$ cat config.mk
export PLATFORM = sky130hd
export DESIGN_NAME = adder_arbiter
export DESIGN_NICKNAME = d
export VERILOG_FILES = /design/src/rtl/kgp_risc_pkg.sv /design/src/rtl/hybrid_adder.sv /design/src/rtl/adder_arbiter.sv
export SDC_FILE = /design/constraint.sdc
export NUM_CORES = 1
export LEC_CHECK = 0
export BUFFER_PORTS_ARGS = -buffer_cell sky130_fd_sc_hd__buf_2
export CORE_MARGIN = 3
export CORE_UTILIZATION = 45
export CTS_BUF_LIST = sky130_fd_sc_hd__clkbuf_8
export CTS_CLUSTER_SIZE = 20
export DETAILED_ROUTE_END_ITERATION = 10
export PLACE_DENSITY = 0.71
export SLEW_MARGIN = 30
export SYNTH_ARGS = -nofsm -noshare
export SYNTH_HDL_FRONTEND = slang
export SYNTH_HIERARCHICAL = 1
export SYNTH_SLANG_ARGS = --single-unit
$ cat constraint.sdc
create_clock -name clk -period 8.2 [get_ports clk]
set_clock_uncertainty 0.05 [all_clocks]
set_input_delay 0 -clock clk [delete_from_list [all_inputs] [get_ports clk]]
set_output_delay 0 -clock clk [all_outputs]
set_load 0.01 [all_outputs]
$ cat src/rtl/kgp_risc_pkg.sv
// Shared constants for the KGP_RISC datapath: machine word width and the
// state encoding used by the shared-adder arbiter.
package kgp_risc_pkg;

  // Machine word width of the core.
  localparam int XLEN = 32;

  // Arbiter FSM state encoding.
  localparam logic [1:0] S_IDLE = 2'd0;
  localparam logic [1:0] S_ADD  = 2'd1;
  localparam logic [1:0] S_RESP = 2'd2;

  // Width of a requester tag: clog2(n), never below one bit.
  function automatic int tag_width(input int n);
    return (n <= 2) ? 1 : $clog2(n);
  endfunction

endpackage

$ cat src/rtl/hybrid_adder.sv
// Hybrid adder: 4-bit carry-lookahead groups whose group carries ripple from
// one group to the next. Unsigned a + b with carry out.
// WIDTH must be a multiple of 4.
module hybrid_adder
  import kgp_risc_pkg::*;
#(
  parameter int WIDTH = XLEN
) (
  input  logic [WIDTH-1:0] a,
  input  logic [WIDTH-1:0] b,
  output logic [WIDTH-1:0] sum,
  output logic             cout
);

  localparam int NUM_GRP = WIDTH / 4;

  // w_carry[g] is the carry into group g; w_carry[NUM_GRP] is the final carry.
  logic [NUM_GRP:0] w_carry;
  logic [WIDTH-1:0] w_p;
  logic [WIDTH-1:0] w_g;

  assign w_carry[0] = 1'b0;
  assign w_p        = a ^ b;
  assign w_g        = a & b;

  genvar gi;
  generate
    for (gi = 0; gi < NUM_GRP; gi++) begin : g_cla
      logic [3:0] w_gp;
      logic [3:0] w_gg;
      logic [3:0] w_c;
      logic       w_cin;

      assign w_gp  = w_p[gi*4 +: 4];
      assign w_gg  = w_g[gi*4 +: 4];
      assign w_cin = w_carry[gi];

      // Lookahead carries inside the group, all derived from the group carry-in.
      assign w_c[0] = w_cin;
      assign w_c[1] = w_gg[0] | (w_gp[0] & w_cin);
      assign w_c[2] = w_gg[1] | (w_gp[1] & w_gg[0]) | (w_gp[1] & w_gp[0] & w_cin);
      assign w_c[3] = w_gg[2] | (w_gp[2] & w_gg[1]) | (w_gp[2] & w_gp[1] & w_gg[0])
                    | (w_gp[2] & w_gp[1] & w_gp[0] & w_cin);

      assign w_carry[gi+1] = w_gg[3] | (w_gp[3] & w_gg[2])
                           | (w_gp[3] & w_gp[2] & w_gg[1])
                           | (w_gp[3] & w_gp[2] & w_gp[1] & w_gg[0])
                           | (w_gp[3] & w_gp[2] & w_gp[1] & w_gp[0] & w_cin);

      assign sum[gi*4 +: 4] = w_gp ^ w_c;
    end
  endgenerate

  assign cout = w_carry[NUM_GRP];

endmodule

$ cat src/rtl/adder_arbiter.sv
// Round-robin arbiter that time-shares one hybrid_adder between NUM_REQ
// requesters. A grant latches the operands, the add runs in the next cycle,
// and the tagged result is held until the consumer takes it.
module adder_arbiter
  import kgp_risc_pkg::*;
#(
  parameter int WIDTH   = XLEN,
  parameter int NUM_REQ = 2,
  parameter int ID_W    = tag_width(NUM_REQ)
) (
  input  logic                     clk,
  input  logic                     rst,
  input  logic [NUM_REQ-1:0]       req_valid,
  input  logic [NUM_REQ*WIDTH-1:0] req_a,
  input  logic [NUM_REQ*WIDTH-1:0] req_b,
  output logic [NUM_REQ-1:0]       req_ready,
  output logic                     rsp_valid,
  input  logic                     rsp_ready,
  output logic [WIDTH-1:0]         rsp_sum,
  output logic                     rsp_cout,
  output logic [ID_W-1:0]          rsp_id,
  output logic                     busy
);

  // First valid index at or after ptr, scanning modulo NUM_REQ; one-hot result.
  function automatic logic [NUM_REQ-1:0] rr_pick(input logic [NUM_REQ-1:0] valid,
                                                 input logic [ID_W-1:0]    ptr);
    logic [NUM_REQ-1:0] grant;
    logic               found;
    int                 idx;
    grant = '0;
    found = 1'b0;
    for (int k = 0; k < NUM_REQ; k++) begin
      idx = (int'(ptr) + k) % NUM_REQ;
      if (!found && valid[idx]) begin
        grant[idx] = 1'b1;
        found      = 1'b1;
      end
    end
    return grant;
  endfunction

  // Index of the set bit of a one-hot vector (zero when empty).
  function automatic logic [ID_W-1:0] onehot_to_idx(input logic [NUM_REQ-1:0] oh);
    logic [ID_W-1:0] idx;
    idx = '0;
    for (int i = 0; i < NUM_REQ; i++) begin
      if (oh[i]) idx = ID_W'(i);
    end
    return idx;
  endfunction

  logic [1:0]         r_state;
  logic [1:0]         w_state_next;
  logic [ID_W-1:0]    r_rr_ptr;
  logic [WIDTH-1:0]   r_op_a;
  logic [WIDTH-1:0]   r_op_b;
  logic [ID_W-1:0]    r_op_id;
  logic [WIDTH-1:0]   r_rsp_sum;
  logic               r_rsp_cout;
  logic [ID_W-1:0]    r_rsp_id;

  logic               w_any_valid;
  logic [NUM_REQ-1:0] w_grant;
  logic [ID_W-1:0]    w_grant_idx;
  logic [ID_W-1:0]    w_rr_ptr_next;
  logic [WIDTH-1:0]   w_sel_a;
  logic [WIDTH-1:0]   w_sel_b;
  logic               w_accept;
  logic [WIDTH-1:0]   w_add_sum;
  logic               w_add_cout;

  // Per-requester operand slices.
  logic [WIDTH-1:0]   w_a_slice [NUM_REQ];
  logic [WIDTH-1:0]   w_b_slice [NUM_REQ];

  genvar gi;
  generate
    for (gi = 0; gi < NUM_REQ; gi++) begin : g_unpack
      assign w_a_slice[gi] = req_a[gi*WIDTH +: WIDTH];
      assign w_b_slice[gi] = req_b[gi*WIDTH +: WIDTH];
    end
  endgenerate

  assign w_any_valid   = |req_valid;
  assign w_grant       = rr_pick(req_valid, r_rr_ptr);
  assign w_grant_idx   = onehot_to_idx(w_grant);
  assign w_rr_ptr_next = (w_grant_idx == ID_W'(NUM_REQ - 1)) ? '0 : w_grant_idx + ID_W'(1);
  assign w_accept      = (r_state == S_IDLE) && w_any_valid;

  // AND-OR mux of the granted requester's operands.
  always_comb begin
    w_sel_a = '0;
    w_sel_b = '0;
    for (int i = 0; i < NUM_REQ; i++) begin
      if (w_grant[i]) begin
        w_sel_a = w_sel_a | w_a_slice[i];
        w_sel_b = w_sel_b | w_b_slice[i];
      end
    end
  end

  // The single shared adder always looks at the latched operands.
  hybrid_adder #(
    .WIDTH (WIDTH)
  ) u_adder (
    .a    (r_op_a),
    .b    (r_op_b),
    .sum  (w_add_sum),
    .cout (w_add_cout)
  );

  // State register.
  always_ff @(posedge clk or negedge rst) begin
    if (!rst) r_state <= S_IDLE;
    else      r_state <= w_state_next;
  end

  // Next-state logic: IDLE -> ADD -> RESP -> IDLE.
  always_comb begin
    w_state_next = r_state;
    case (r_state)
      S_IDLE:  if (w_any_valid) w_state_next = S_ADD;
      S_ADD:   w_state_next = S_RESP;
      S_RESP:  if (rsp_ready) w_state_next = S_IDLE;
      default: w_state_next = S_IDLE;
    endcase
  end

  // Outputs decoded from state; grant is also forced low while reset is held.
  always_comb begin
    req_ready = '0;
    rsp_valid = 1'b0;
    busy      = 1'b1;
    case (r_state)
      S_IDLE: begin
        busy      = 1'b0;
        req_ready = rst ? w_grant : '0;
      end
      S_RESP:  rsp_valid = 1'b1;
      default: ;
    endcase
  end

  // Operand latch and round-robin pointer update on acceptance.
  always_ff @(posedge clk or negedge rst) begin
    if (!rst) begin
      r_op_a   <= '0;
      r_op_b   <= '0;
      r_op_id  <= '0;
      r_rr_ptr <= '0;
    end else if (w_accept) begin
      r_op_a   <= w_sel_a;
      r_op_b   <= w_sel_b;
      r_op_id  <= w_grant_idx;
      r_rr_ptr <= w_rr_ptr_next;
    end
  end

  // Capture the adder result during ADD; held unchanged through RESP.
  always_ff @(posedge clk or negedge rst) begin
    if (!rst) begin
      r_rsp_sum  <= '0;
      r_rsp_cout <= 1'b0;
      r_rsp_id   <= '0;
    end else if (r_state == S_ADD) begin
      r_rsp_sum  <= w_add_sum;
      r_rsp_cout <= w_add_cout;
      r_rsp_id   <= r_op_id;
    end
  end

  assign rsp_sum  = r_rsp_sum;
  assign rsp_cout = r_rsp_cout;
  assign rsp_id   = r_rsp_id;

endmodule

* Word-level counts from Yosys, hierarchy flattened
Index checks and enable logic that the tools add are counted. Widths: inputs -> output; s select.
Storage, ports and cells: register bits 102, input port bits 133, word-level logic and storage cells 262
Cells by class: $add $sub $neg 2, order comparisons 4, eq/ne operators 4, muxes and demuxes 25, bitwise logic cells 211, reductions and logical operators 8
Operators by type and width (count):
- $mux 32 | 4
- $and 1x1->1 | 121
- $or 1x1->1 | 76
- $or 32x32->32 | 2
- $and 32x32->32 | 1
- $xor 32x32->32 | 1
- $xor 4x4->4 | 8
- $mux 1 | 12
- $mux 2 | 6
- $pmux 2 s3 | 1
- $logic_and 1x1->1 | 4
- $ne 2x2->1 const B | 2
- $lt 2x3->1 const B | 1
- $add 1x1->1 const B | 2
- $demux 1 s1 | 2
- $eq 2x1->1 const B | 1
- $eq 2x2->1 const B | 1
- $ge 2x1->1 const B | 1
- $logic_not 2->1 | 1
- $lt 1x2->1 const B | 1
- $or 2x2->2 | 1
- $reduce_and 2->1 | 1
- $reduce_or 2->1 | 1
- $and 1x1->1 const A | 1
- 2 further kinds | 2

* Depth between registers and ports, before layout
word-level depth 20, depth in mapped cells 10, mapped depth without buffers 10

* Cells and area by module
The synthesis kept the hierarchy.
By module, submodules not included:
- adder_arbiter | times used 1, cells an instance 380, area an instance 4476.8 µm², seq. area each 2552.4 µm²
- hybrid_adder | times used 1, cells an instance 170, area an instance 1398.8 µm², seq. area each 0.0 µm²

* Worst setup path before layout
OpenSTA, ideal clock, no wires.
kind flip-flop to flip-flop, from register r_op_a[1], to register r_rsp_sum[17] (netlist: rsp_sum[17]), arrival time 2.720 ns, data required time 8.022 ns, path slack 5.303 ns, stages on the path, launching flop included 11, period minus slack after synthesis 2.897 ns, cell sequence dfrtp_1 > ha_1 > a211oi_2 > o21bai_2 > a311oi_2 > o21ai_1 > a21o_1 > a21o_1 > fa_1 > xor2_1 > mux2_1
On the way: cells in the longest elaborated chain, start to end 13, elaborated cells between the ends (all ways) 16, those cells by class bitwise: 16
RTL lines:
- from (decl) | RTL line adder_arbiter.sv:56 | logic [WIDTH-1:0] r_op_a;
- from (signal assigned) | RTL line adder_arbiter.sv:153 | r_op_a <= w_sel_a;
- $and 32x32->32 or $xor 32x32->32 (tied branches) | RTL line hybrid_adder.sv:24, hybrid_adder.sv:23
- $and 1x1->1, on equally long branches | RTL line hybrid_adder.sv:46, hybrid_adder.sv:47
- $or 1x1->1 or $and 1x1->1 (tied branches) | RTL line hybrid_adder.sv:46, hybrid_adder.sv:47
- $or 1x1->1 * | RTL line hybrid_adder.sv:47 | | (w_gp[3] & w_gp[2] & w_gp[1] & w_gg[0])
- $and 1x1->1 * | RTL line hybrid_adder.sv:48 | | (w_gp[3] & w_gp[2] & w_gp[1] & w_gp[0] & w_cin);
- $or 1x1->1 * | RTL line hybrid_adder.sv:48
- $and 1x1->1 * | RTL line hybrid_adder.sv:48
- $or 1x1->1 * | RTL line hybrid_adder.sv:48
- $and 1x1->1 * | RTL line hybrid_adder.sv:48
- $or 1x1->1 * | RTL line hybrid_adder.sv:48
- $and 1x1->1 * | RTL line hybrid_adder.sv:40 | assign w_c[1] = w_gg[0] | (w_gp[0] & w_cin);
- $or 1x1->1 * | RTL line hybrid_adder.sv:40
- $xor 4x4->4 * | RTL line hybrid_adder.sv:50 | assign sum[gi*4 +: 4] = w_gp ^ w_c;
- via w_add_sum[17] | RTL line adder_arbiter.sv:70 | logic [WIDTH-1:0] w_add_sum;
- to (signal assigned) | RTL line adder_arbiter.sv:167 | r_rsp_sum <= w_add_sum;
- to (decl) | RTL line adder_arbiter.sv:59 | logic [WIDTH-1:0] r_rsp_sum;
The timed path passes the listed nets; every way through them passes the cells marked *. A chain may end at the register's enable or synchronous reset.

* Worst setup path in the final report
from register r_op_a[1], to register r_rsp_sum[29] (netlist: rsp_sum[29])
On the way: cells in the longest elaborated chain, start to end 19, elaborated cells between the ends (all ways) 22, those cells by class bitwise: 22
RTL lines (RTL line):
- $and 32x32->32 or $xor 32x32->32 (tied branches) | hybrid_adder.sv:24, hybrid_adder.sv:23
- $and 1x1->1, on equally long branches | hybrid_adder.sv:46, hybrid_adder.sv:47
- $or 1x1->1 or $and 1x1->1 (tied branches) | hybrid_adder.sv:46, hybrid_adder.sv:47
- $or 1x1->1 * | hybrid_adder.sv:47
- $and 1x1->1 * | hybrid_adder.sv:48
- $or 1x1->1 * | hybrid_adder.sv:48
- $and 1x1->1 * | hybrid_adder.sv:48
- $or 1x1->1 * | hybrid_adder.sv:48
- [4 not listed]
- $and 1x1->1 * | hybrid_adder.sv:48
- $or 1x1->1 * | hybrid_adder.sv:48
- $and 1x1->1 * | hybrid_adder.sv:48
- $or 1x1->1 * | hybrid_adder.sv:48
- $and 1x1->1 * | hybrid_adder.sv:40
- $or 1x1->1 * | hybrid_adder.sv:40
- $xor 4x4->4 * | hybrid_adder.sv:50
- via w_add_sum[29] | adder_arbiter.sv:70
Marks and branches as above.

==> results.yml <==
finish:
  layout-drive-gt1-share_pct: 26.16
  final_core_util_pct: 62.12
  design.final.nets: 963
  layout.cells.most_common_list: "buf_2, dfrtp_1, dlygate4sd3_1, inv_1, nor3_1"
  most_common_cell_after_layout_fill_and_taps_aside: "buf_2"
  area_growth_from_synthesis_to_final_layout_pct: 33.97
placed_design:
  preCtsSetupSlack_ps: 4845
  detailedPlacementHpwl_um: 11240
  gp_congestion: 0.9417
  numPortBuffers: 170
die:
  fp.coreArea_um2: 12670
  initial_core_util_pct: 46.37
  pin_count: 171
  die-area_um2: 14460
  placementRows: 41
  floorplan.die.height_um: 120.3
  die_width_um: 120.3
routing:
  met1_length_um: 7250
  dr.pass1.iters: 5
  via_per_inst: 5.520
  met2_length_um: 8422
  routed-via-count: 5343
  avgRoutedWirePerCell_um: 17.69
  ant_nets: 0
  routed_wl_um: 17130
  highest-signal-layer: "met4"
  drc: 0
  first_iter_violations: 347
  met3_length_um: 827
grt:
  number_of_antenna_violations_at_the_first_check_in_global_routing: 1
  global_route.overflow_total: 0
  grtUsageTotal_pct: 23.78
  grt_first_pass_wirelength_um: 27400
  first_global_vias: 5593
  maximum_number_of_pins_on_one_net_before_global_route_repair: 67
yosys:
  combinational_family_with_the_most_area_after_synthesis: "compound AO/OA/AOI/OAI gates"
  synthMuxAreaShare_pct: 6.325
  synth-compound-area-share_pct: 19.31
  seq_area_frac_synth_pct: 43.44
  postSynth.topFlopCell: "dfrtp_1"
  ys_seq_elements: 102
  mappedNetlistNets: 723
  yosys_warnings: 6
  syn_area_um2: 5876
  synthesis.instances: 550
  post_synth_num_cell_types: 50
  adder_cell_share_of_the_synthesized_area_pct: 9.540
  synthesis.area_per_instance_um2: 10.68
  post_synth_and_or_nand_nor_area_fraction_pct: 9.497
  post_synth_xor_area_fraction_pct: 2.981
  ys_async_sr_fraction_pct: 100.0
  synth_edf_count: 0
sta:
  count_of_final_max_slew_check_failures: 0
  timing.final.setup_violations: 0
  timing.fmax_ghz: 0.2953
  period_minus_slack_ps: 3386
  max_slew_margin_pct: 47.13
  worst-slew-pin-transition_ps: 790.0
  hold_viol: 0
  finalWorstSetupSlack_ps: 4814
  grt_setup_unrepaired: "no"
  fin_setup_tns_ps: 0
  timing.final.crit_share_pct: 41.30
worst_setup_path:
  setup.worst_path.end_class: "register"
  worst-endpoint-arrival_ps: 3610
  required_time_of_the_worst_setup_path_ps: 8420
  worst-setup-path-type: "register to register"
  worst_setup_path_start_kind: "register"
  cp_max_fo: 6
clock_network:
  cts.sinks: 102
  clk_pin_slew_worst_paths_ps: 90
  tritoncts.num_buffers: 9
  cts_htree_levels: 3
  worst_skew_pair.late_latency_ps: 380
  cts_repair_resize_count: 0
  cts_max_path_buffers: 2
  cts_tree: "built"
  cts-root-buf: "clkbuf_8"
  post-cts-setup-buffer-count: 0
run:
  timing.max_cap.violations: 0
min_path:
  hold_path_class: "input pin to register"
power:
  leakage_nw: 4.001
  p_per_area_nw_per_um2: 400.4
  irDropWorstVdd_uv: 182.5
status:
  result_of_the_run: "finished clean"
[power breakdown]
part           internal [mW]  switching [mW]  leakage, nW  total (mW)
registers              0.761           0.184         1.24       0.945
clock network          0.196           0.173        0.124       0.369
logic                  0.874           0.964         2.63        1.84
[per-stage QoR]
stage | std cells | cell area, um^2 | hold WS [ps] | power [mW]
floorplan | 550 | 5876 | -345.6 | 2.203
global placement | 863 | 6746 | 44.83 | 2.567
detailed placement | 863 | 6749 | 54.71 | 2.642
CTS | 967 | 7864 | 0.1290 | 3.141
global route | 968 | 7871 | 21.94 | 3.397
finish | 968 | 7871 | 12.22 | 3.151
[kinds of logic after synthesis]
| family | Yosys count |
|---|---|
| AO/OA/AOI/OAI | 134 |
| XOR/XNOR | 20 |
| adder cells (fa/ha/maj) | 40 |
| buffers and inverters | 109 |
| flip-flops | 102 |
| multiplexers | 33 |
| AND/OR/NAND/NOR | 112 |
[per-layer routing]
metal  up-vias  track usage (%)
met2       215            40.01
met1      2592            29.88
li1       2490                -
met4         0            11.97
met3        46            3.601
met5         -                0
[state kept, by name, indices dropped and copies added (netlist names)]
name / cells
r_op_a: 32
r_state: 2
rsp_cout: 1
r_rr_ptr: 1
rsp_id: 1
rsp_sum: 32
r_op_id: 1
r_op_b: 32
[worst paths after layout]
check                           from           to  slack [ps]  cells past startpoint
setup / recovery           r_op_a[1]  rsp_sum[29]        4810                     10
hold / removal             req_b[27]   r_op_b[27]          10                      4
setup reg to reg           r_op_a[1]  rsp_sum[29]        4810                     10
hold reg to reg               rsp_id       rsp_id         440                      2
max in group asynchronous        rst   rsp_sum[2]        6830                      3
min in group asynchronous        rst   rsp_sum[0]         140                      2
[cell type report]
| type | count | area, um^2 |
|---|---|---|
| diodes | 1 | 2.502 |
| well taps | 172 | 215.2 |
| repair buffers | 262 | 1764 |
| fillers | 1052 | 4800 |
| multi-input cells | 339 | 2815 |
| clock buffers | 12 | 165.2 |
| clock inverters | 4 | 68.82 |
| flip-flops and latches | 102 | 2552 |
| inverters | 76 | 287.8 |
[cell usage after synthesis, drive strengths merged (2+ instances only)]
cell type  instances  area (um^2)
a211oi             3        32.53
a21boi             2        15.02
a21o               9        67.56
a21oi             20        100.1
a221o             65        650.6
a31oi              5        31.28
and3               4        25.02
buf               26        211.5
clkbuf             7        26.28
dfrtp            102         2552
fa                 8        160.2
ha                32        400.4
inv               76        285.3
mux2              33        371.6
nand2             14        52.55
nand2b             2        12.51
nand3              5        25.02
nand4              4        25.02
nor2              10        45.04
nor3              68        340.3
o211ai             2        15.01
o21ai             11        62.56
o21bai             5        41.29
o31ai              2        15.01
or3                2        12.51
xnor2              7        61.31
xor2              13        113.9
[repair_timing]
action / CTS / global route
endpoints found under the setup margin: 0 / 0
endpoints found under the hold margin: 120 / 0
hold buffers: 88 / 0
[worst max-delay path: stages (launching register included)]
cell and delay (ps):
dfrtp_1 430, ha_1 340, a211oi_2 230, o21bai_2 150, a311oi_2 600, o21ai_2 220, a21o_1 250, a21o_1 210
fa_1 370, xor2_1 150, mux2_1 280
No activity file was read; power rests on OpenSTA's default activity.
